<file path="config.mk">
export PLATFORM = sky130hd
export DESIGN_NAME = merge_n_flat
export DESIGN_NICKNAME = d
export VERILOG_FILES = /design/src/rtl/merge_n_pkg.sv /design/src/rtl/merge_n_if.sv /design/src/rtl/merge_n_rr_arbiter.sv /design/src/rtl/merge_n.sv /design/src/flat_wrapper.sv
export SDC_FILE = /design/constraint.sdc
export NUM_CORES = 1
export LEC_CHECK = 0
export BUFFER_PORTS_ARGS = -buffer_cell sky130_fd_sc_hd__buf_2
export CORE_MARGIN = 1.5
export CORE_UTILIZATION = 32
export CTS_CLUSTER_SIZE = 8
export DETAILED_ROUTE_END_ITERATION = 6
export MAX_ROUTING_LAYER = met4
export PLACE_DENSITY = 0.69
export SETUP_SLACK_MARGIN = 0.5
export SLEW_MARGIN = 20
export SYNTH_ARGS = -nofsm -noshare
export SYNTH_HDL_FRONTEND = slang
export SYNTH_SLANG_ARGS = --single-unit
</file>
<file path="constraint.sdc">
create_clock -name clk -period 3.86 [get_ports clk]
set_clock_uncertainty 0.1 [all_clocks]
set_input_delay 0.193 -clock clk [delete_from_list [all_inputs] [get_ports clk]]
set_output_delay 0.193 -clock clk [all_outputs]
set_load 0.005 [all_outputs]
</file>
<file path="src/rtl/merge_n_pkg.sv">
// Shared constants for the N-input merge: arbitration modes, skid depth and
// the source-ID width rule (never narrower than one bit).
package merge_pkg;

    localparam int ARB_FIXED  = 0;
    localparam int ARB_RR     = 1;
    localparam int SKID_DEPTH = 2;

    function automatic int id_width(input int n);
        return (n > 1) ? $clog2(n) : 1;
    endfunction

endpackage

</file>
<file path="src/rtl/merge_n_if.sv">
// Upstream FIFO read side plus downstream FIFO write side of the merge.
// master = the merge itself, slave = the surrounding FIFOs.
interface merge_n_if import merge_pkg::*; #(
    parameter int DATA_WIDTH = 32,
    parameter int NUM_INPUTS = 4,
    parameter int ID_WIDTH   = id_width(NUM_INPUTS)
);
    logic [NUM_INPUTS*DATA_WIDTH-1:0] din;
    logic [NUM_INPUTS-1:0]            buffer_empty;
    logic [NUM_INPUTS-1:0]            read_en;
    logic                             buffer_out_full;
    logic [DATA_WIDTH-1:0]            dout;
    logic [ID_WIDTH-1:0]              dout_src;
    logic                             wen;

    modport master (
        input  din, buffer_empty, buffer_out_full,
        output read_en, dout, dout_src, wen
    );

    modport slave (
        output din, buffer_empty, buffer_out_full,
        input  read_en, dout, dout_src, wen
    );
endinterface

</file>
<file path="src/rtl/merge_n_rr_arbiter.sv">
// One-hot grant over N requesters. Round-robin searches from last_grant+1;
// fixed priority is the same search with the pointer frozen at N-1.
module rr_arbiter import merge_pkg::*; #(
    parameter int N    = 4,
    parameter int MODE = ARB_FIXED,
    parameter int IW   = id_width(N)
) (
    input  logic          clk,
    input  logic          reset_n,
    input  logic [N-1:0]  req,
    input  logic          advance,
    output logic [N-1:0]  grant,
    output logic [IW-1:0] grant_id
);
    logic [IW-1:0] last_grant;
    int            best_pos;

    // Distance of channel c from the search start (last_grant+1), modulo N.
    function automatic int rank(input int c, input logic [IW-1:0] ptr);
        return (c + N - 1 - int'(ptr)) % N;
    endfunction

    if (MODE == ARB_RR) begin : g_ptr
        always_ff @(posedge clk) begin
            if (!reset_n)
                last_grant <= IW'(N - 1);
            else if (advance)
                last_grant <= grant_id;
        end
    end else begin : g_fixed
        logic unused_ptr_inputs;
        assign unused_ptr_inputs = ^{clk, reset_n, advance};
        assign last_grant        = IW'(N - 1);
    end

    always_comb begin
        grant    = '0;
        grant_id = '0;
        best_pos = N;
        for (int c = 0; c < N; c++) begin
            if (req[c] && rank(c, last_grant) < best_pos) begin
                best_pos = rank(c, last_grant);
                grant    = '0;
                grant[c] = 1'b1;
                grant_id = IW'(c);
            end
        end
    end

endmodule

</file>
<file path="src/rtl/merge_n.sv">
// N-input merge: arbitrates reads from N latency-1 source FIFOs into one
// downstream FIFO through a 2-entry skid queue, one word per cycle.
module merge_n import merge_pkg::*; #(
    parameter int DATA_WIDTH = 32,
    parameter int NUM_INPUTS = 4,
    parameter int ARB_MODE   = ARB_FIXED,
    parameter int ID_WIDTH   = id_width(NUM_INPUTS)
) (
    input  logic      clk,
    input  logic      reset_n,
    merge_n_if.master bus
);
    typedef struct packed {
        logic [DATA_WIDTH-1:0] data;
        logic [ID_WIDTH-1:0]   src;
    } skid_entry_t;

    logic [NUM_INPUTS-1:0] req;
    logic [NUM_INPUTS-1:0] grant;
    logic [ID_WIDTH-1:0]   grant_id;
    logic [ID_WIDTH-1:0]   inflight_id;
    logic [1:0]            count;
    logic                  inflight;
    logic                  issue;
    logic                  pop;
    logic                  push;
    logic [2:0]            credit_used;
    skid_entry_t           skid_head;
    skid_entry_t           skid_tail;
    skid_entry_t           push_entry;

    assign req  = ~bus.buffer_empty;
    assign pop  = (count != 2'd0) && !bus.buffer_out_full;
    assign push = inflight;

    // A word in flight already owns a skid slot, so the credit counts it;
    // the slot freed by this cycle's pop can be reused immediately.
    assign credit_used = {1'b0, count} + {2'b0, inflight} - {2'b0, pop};
    assign issue       = (|req) && (credit_used < 3'(SKID_DEPTH));

    rr_arbiter #(
        .N    (NUM_INPUTS),
        .MODE (ARB_MODE),
        .IW   (ID_WIDTH)
    ) u_arb (
        .clk      (clk),
        .reset_n  (reset_n),
        .req      (req),
        .advance  (issue),
        .grant    (grant),
        .grant_id (grant_id)
    );

    always_comb begin
        push_entry.src  = inflight_id;
        push_entry.data = '0;
        for (int c = 0; c < NUM_INPUTS; c++) begin
            if (inflight_id == ID_WIDTH'(c))
                push_entry.data = bus.din[c*DATA_WIDTH +: DATA_WIDTH];
        end
    end

    always_ff @(posedge clk) begin
        if (!reset_n) begin
            count       <= 2'd0;
            inflight    <= 1'b0;
            inflight_id <= '0;
            skid_head   <= '0;
            skid_tail   <= '0;
        end else begin
            inflight <= issue;
            if (issue)
                inflight_id <= grant_id;

            unique case ({push, pop})
                2'b10: begin
                    if (count == 2'd0)
                        skid_head <= push_entry;
                    else
                        skid_tail <= push_entry;
                    count <= count + 2'd1;
                end
                2'b01: begin
                    skid_head <= skid_tail;
                    count     <= count - 2'd1;
                end
                2'b11: begin
                    // Occupancy stays put; the new word goes behind whatever remains.
                    if (count == 2'd1) begin
                        skid_head <= push_entry;
                    end else begin
                        skid_head <= skid_tail;
                        skid_tail <= push_entry;
                    end
                end
                default: ;
            endcase
        end
    end

    assign bus.read_en  = issue ? grant : '0;
    assign bus.wen      = pop;
    assign bus.dout     = skid_head.data;
    assign bus.dout_src = skid_head.src;

endmodule

</file>
<file path="src/flat_wrapper.sv">
// flat-port wrapper written by rule: the top's interface ports become plain ports
module merge_n_flat import merge_pkg::*;
#(
    parameter int DATA_WIDTH = 32,
    parameter int NUM_INPUTS = 4,
    parameter int ARB_MODE   = ARB_FIXED,
    parameter int ID_WIDTH   = id_width(NUM_INPUTS)
)
  (clk, reset_n, bus_din, bus_buffer_empty, bus_buffer_out_full, bus_read_en, bus_dout, bus_dout_src, bus_wen);
  merge_n_if #(.DATA_WIDTH(DATA_WIDTH), .NUM_INPUTS(NUM_INPUTS), .ID_WIDTH(ID_WIDTH)) bus_i ();
  input  logic clk;
  input  logic reset_n;
  input wire logic [$bits(bus_i.din)-1:0] bus_din;
  input wire logic [$bits(bus_i.buffer_empty)-1:0] bus_buffer_empty;
  input wire logic [$bits(bus_i.buffer_out_full)-1:0] bus_buffer_out_full;
  output wire logic [$bits(bus_i.read_en)-1:0] bus_read_en;
  output wire logic [$bits(bus_i.dout)-1:0] bus_dout;
  output wire logic [$bits(bus_i.dout_src)-1:0] bus_dout_src;
  output wire logic [$bits(bus_i.wen)-1:0] bus_wen;
  assign bus_i.din = bus_din;
  assign bus_i.buffer_empty = bus_buffer_empty;
  assign bus_i.buffer_out_full = bus_buffer_out_full;
  assign bus_read_en = bus_i.read_en;
  assign bus_dout = bus_i.dout;
  assign bus_dout_src = bus_i.dout_src;
  assign bus_wen = bus_i.wen;
  merge_n #(.DATA_WIDTH(DATA_WIDTH), .NUM_INPUTS(NUM_INPUTS), .ARB_MODE(ARB_MODE), .ID_WIDTH(ID_WIDTH)) u_core (.clk(clk), .reset_n(reset_n), .bus(bus_i));
endmodule
</file>
==> flow_metrics.tcl <==
set metrics [dict create \
    io_buffers 173 \
    wl_um 11300 \
    postCtsHoldBufs 0 \
    grt_pass1_vias 3631 \
    antenna_found_initial 0 \
    vias_per_cell 5.49 \
    drtIter0Drc 142 \
    track_usage_pct 17.5 \
    synth_top_cell_area_share_pct 37.7 \
    max-cap-violations 0 \
    fin_crit_ps 3200 \
    htree_levels 3 \
    r2r_cells 10 \
    cts_root_buf "clkbuf_16" \
    die_w_um 113 \
    avgSynthCellArea_um2 10.5 \
    clk_path_buf_depth 2 \
    syn_nets 509 \
    first_pass_iters 4 \
    syn_inst 368 \
    switching_share_pct 35.4 \
    path_clk_slew_ps 60 \
    hold_end "u_core.inflight_id[0]$_SDFFE_PN0P_" \
    max-slew-margin-rel_pct 32.8 \
    rsz0062_at_grt "false" \
    tritoncts "done" \
    min_from "bus_buffer_empty[0]" \
    hpwl_um 7910 \
    final_common_cell "buf_2" \
    yosysTopAreaCell "dfxtp_1" \
    fmax_mhz 313 \
    min_path_type "primary input to flop" \
    nets 667 \
    comb_power_share_pct 38.7 \
    p_per_area_nw_per_um2 673 \
    core_area_um2 11900 \
    pwr-share-clk_pct 26.0 \
    stdcell_area_um2 5180 \
    met3_usage_pct 3.21 \
    arrival_ps 2900 \
    grt_pass1_wl_um 17500 \
    finalCritPeriodShare_pct 82.8 \
    rows 40 \
    synth_area_leaders "dfxtp_1, mux4_2, a22o_1" \
    setup_viol 0 \
    synth_top_flop_cell "dfxtp_1" \
    p_total_mw 3.49 \
    cts_made_buffers 9 \
    timing.rr.start "u_core.count[1]$_SDFFE_PN0P_" \
    final_core_util_pct 43.5 \
    async_reset_ff_share_pct 0 \
    initial_core_util_pct 32.6 \
    grt.busiest_layer "met2" \
    met2_usage_pct 31.1 \
    synth-seq-cells 73 \
    synth.distinct_cells 39 \
    chipHeight_um 113 \
    drive_gt1_share_pct 44.8 \
    leakage_nw 2.30 \
    slew_viol_final 0 \
    worstHoldPathCells 3 \
    end_kind "output pin" \
    setup_tns_ps 0 \
    peakVddDrop_v 0.000308 \
    layout_common_cells "buf_2, dfxtp_1, inv_1, o21ai_0, a22o_1" \
    gp_congestion 0.733 \
    status "completed" \
    met1_usage_pct 20.0 \
    synth_seq_area_share_pct 37.7 \
    diodes 0 \
    ys_warn_count 0 \
    routedWlPerCell_um 16.7 \
    path_class "flop to output pin" \
    synth_edf_count 0 \
    die-area_um2 12800 \
    rrSetupSlack_ps 940 \
    startpoint_type "flop" \
    power.switching_mw 1.24 \
    clk_latency_ps 320 \
    critPathLaunch "u_core.count[1]$_SDFFE_PN0P_" \
    drc 0 \
    syn_area_um2 3880 \
    cts_sinks 73 \
    finalHoldViolCount 0 \
    grt_max_degree 36 \
    grt_overflow 0 \
    placed_area_um2 4820 \
    r2r_end "u_core.skid_tail[5]$_SDFFE_PN0P_" \
    worstPathRequired_ps 3570 \
    worst_slew_pin_slew_ps 1010 \
    seq_power_share_pct 35.4 \
    ant_nets 0 \
    top_level_ports 174 \
    area_delta_synth_final_pct 33.7 \
    p_int_mw 2.25 \
    cp_max_fo 6 \
    via_count 3722 \
]
worst max-delay path: stages (launching register included):
cell	delay [ps]
dfxtp_1	430
inv_1	110
ha_1	280
nor2_4	160
inv_2	50
nor2_1	170
o21ai_0	140
fa_1	430
xnor2_2	250
nand2_1	130
nor4b_1	270
buf_2	160
cell families (layout without fill, tap and decap cells):
kind of cell	after synthesis	after routing	share of synthesized area (%)
AOI/OAI and AO/OA	119	119	22.7
xor gates and xnor gates	3	3	0.678
adders and majority gates	6	6	2.13
buffers and inverters	75	238	8.97
DFF	73	73	37.7
muxes	32	32	19.1
and+or+nand+nor	60	60	8.81
what timing repair did:
| action | 4_1_cts | 5_1_grt |
|---|---|---|
| resized for setup | 1 | 1 |
| buffers inserted | 0 | 3 |
| pin swaps | 0 | 1 |
| setup endpoints to repair | 3 | 4 |
flip-flops by register name, indices dropped and copies added (netlist names):
name / cells
u_core.bus.dout: 32
u_core.inflight_id: 2
u_core.count: 2
u_core.bus.dout_src: 2
u_core.skid_tail: 34
u_core.inflight: 1
Yosys cell counts (2+ instances only):
library cell	count
inv_1	36
dfxtp_1	73
mux4_1	5
a311oi_1	2
nand2_1	6
a21oi_1	2
xor2_1	2
nor3_1	3
buf_4	3
and2_1	3
buf_6	3
a31oi_1	2
clkbuf_1	16
o21ai_1	5
o21ai_0	36
ha_1	5
o221ai_1	32
nand3_1	2
buf_2	13
a211oi_1	3
nor2_1	8
nand4_1	32
mux4_2	27
a22o_1	33
inv_2	2
worst max path at each step:
stage,slack (ps),end
6_report,660,bus_read_en[3]
5_1_grt,430,bus_read_en[3]
4_1_cts,500,bus_read_en[3]
3_5_place_dp,720,u_core.skid_tail[5]$_SDFFE_PN0P_
3_3_place_gp,870,u_core.skid_tail[10]$_SDFFE_PN0P_
2_1_floorplan,1130,bus_read_en[3]
cell type report:
| cell class | count | area, µm² |
|---|---|---|
| Clock buffer | 10 | 239 |
| Clock inverter | 6 | 90.1 |
| Fill cell | 1121 | 6730 |
| Inverter | 38 | 143 |
| Multi-Input combinational cell | 220 | 2120 |
| Sequential cell | 73 | 1460 |
| Tap cell | 147 | 184 |
| Timing Repair Buffer | 184 | 948 |
power by group through the flow:
stage	registers [mW]	logic [mW]	clock network, mW
finish	1.24	1.35	0.906
global route	1.27	1.47	0.955
CTS	1.24	1.33	0.923
detailed placement	1.25	1.32	0
global placement	1.25	1.27	0
floorplan	1.18	0.928	0
metal layers:
layer	wire [µm]	up-vias
met5	0	-
met4	179	0
met3	611	14
met2	5740	129
met1	4790	1812
li1	-	1767
per-stage QoR:
step                      cells  hold slack (ps)  worst slack (ps)
after global placement      659              355               867
after global routing        678             92.6               433
after CTS                   675             60.0               501
after detailed placement    659              358               715
after floorplan             368              261              1130
final                       678             68.5               662
(Power assumes the default switching activity.)
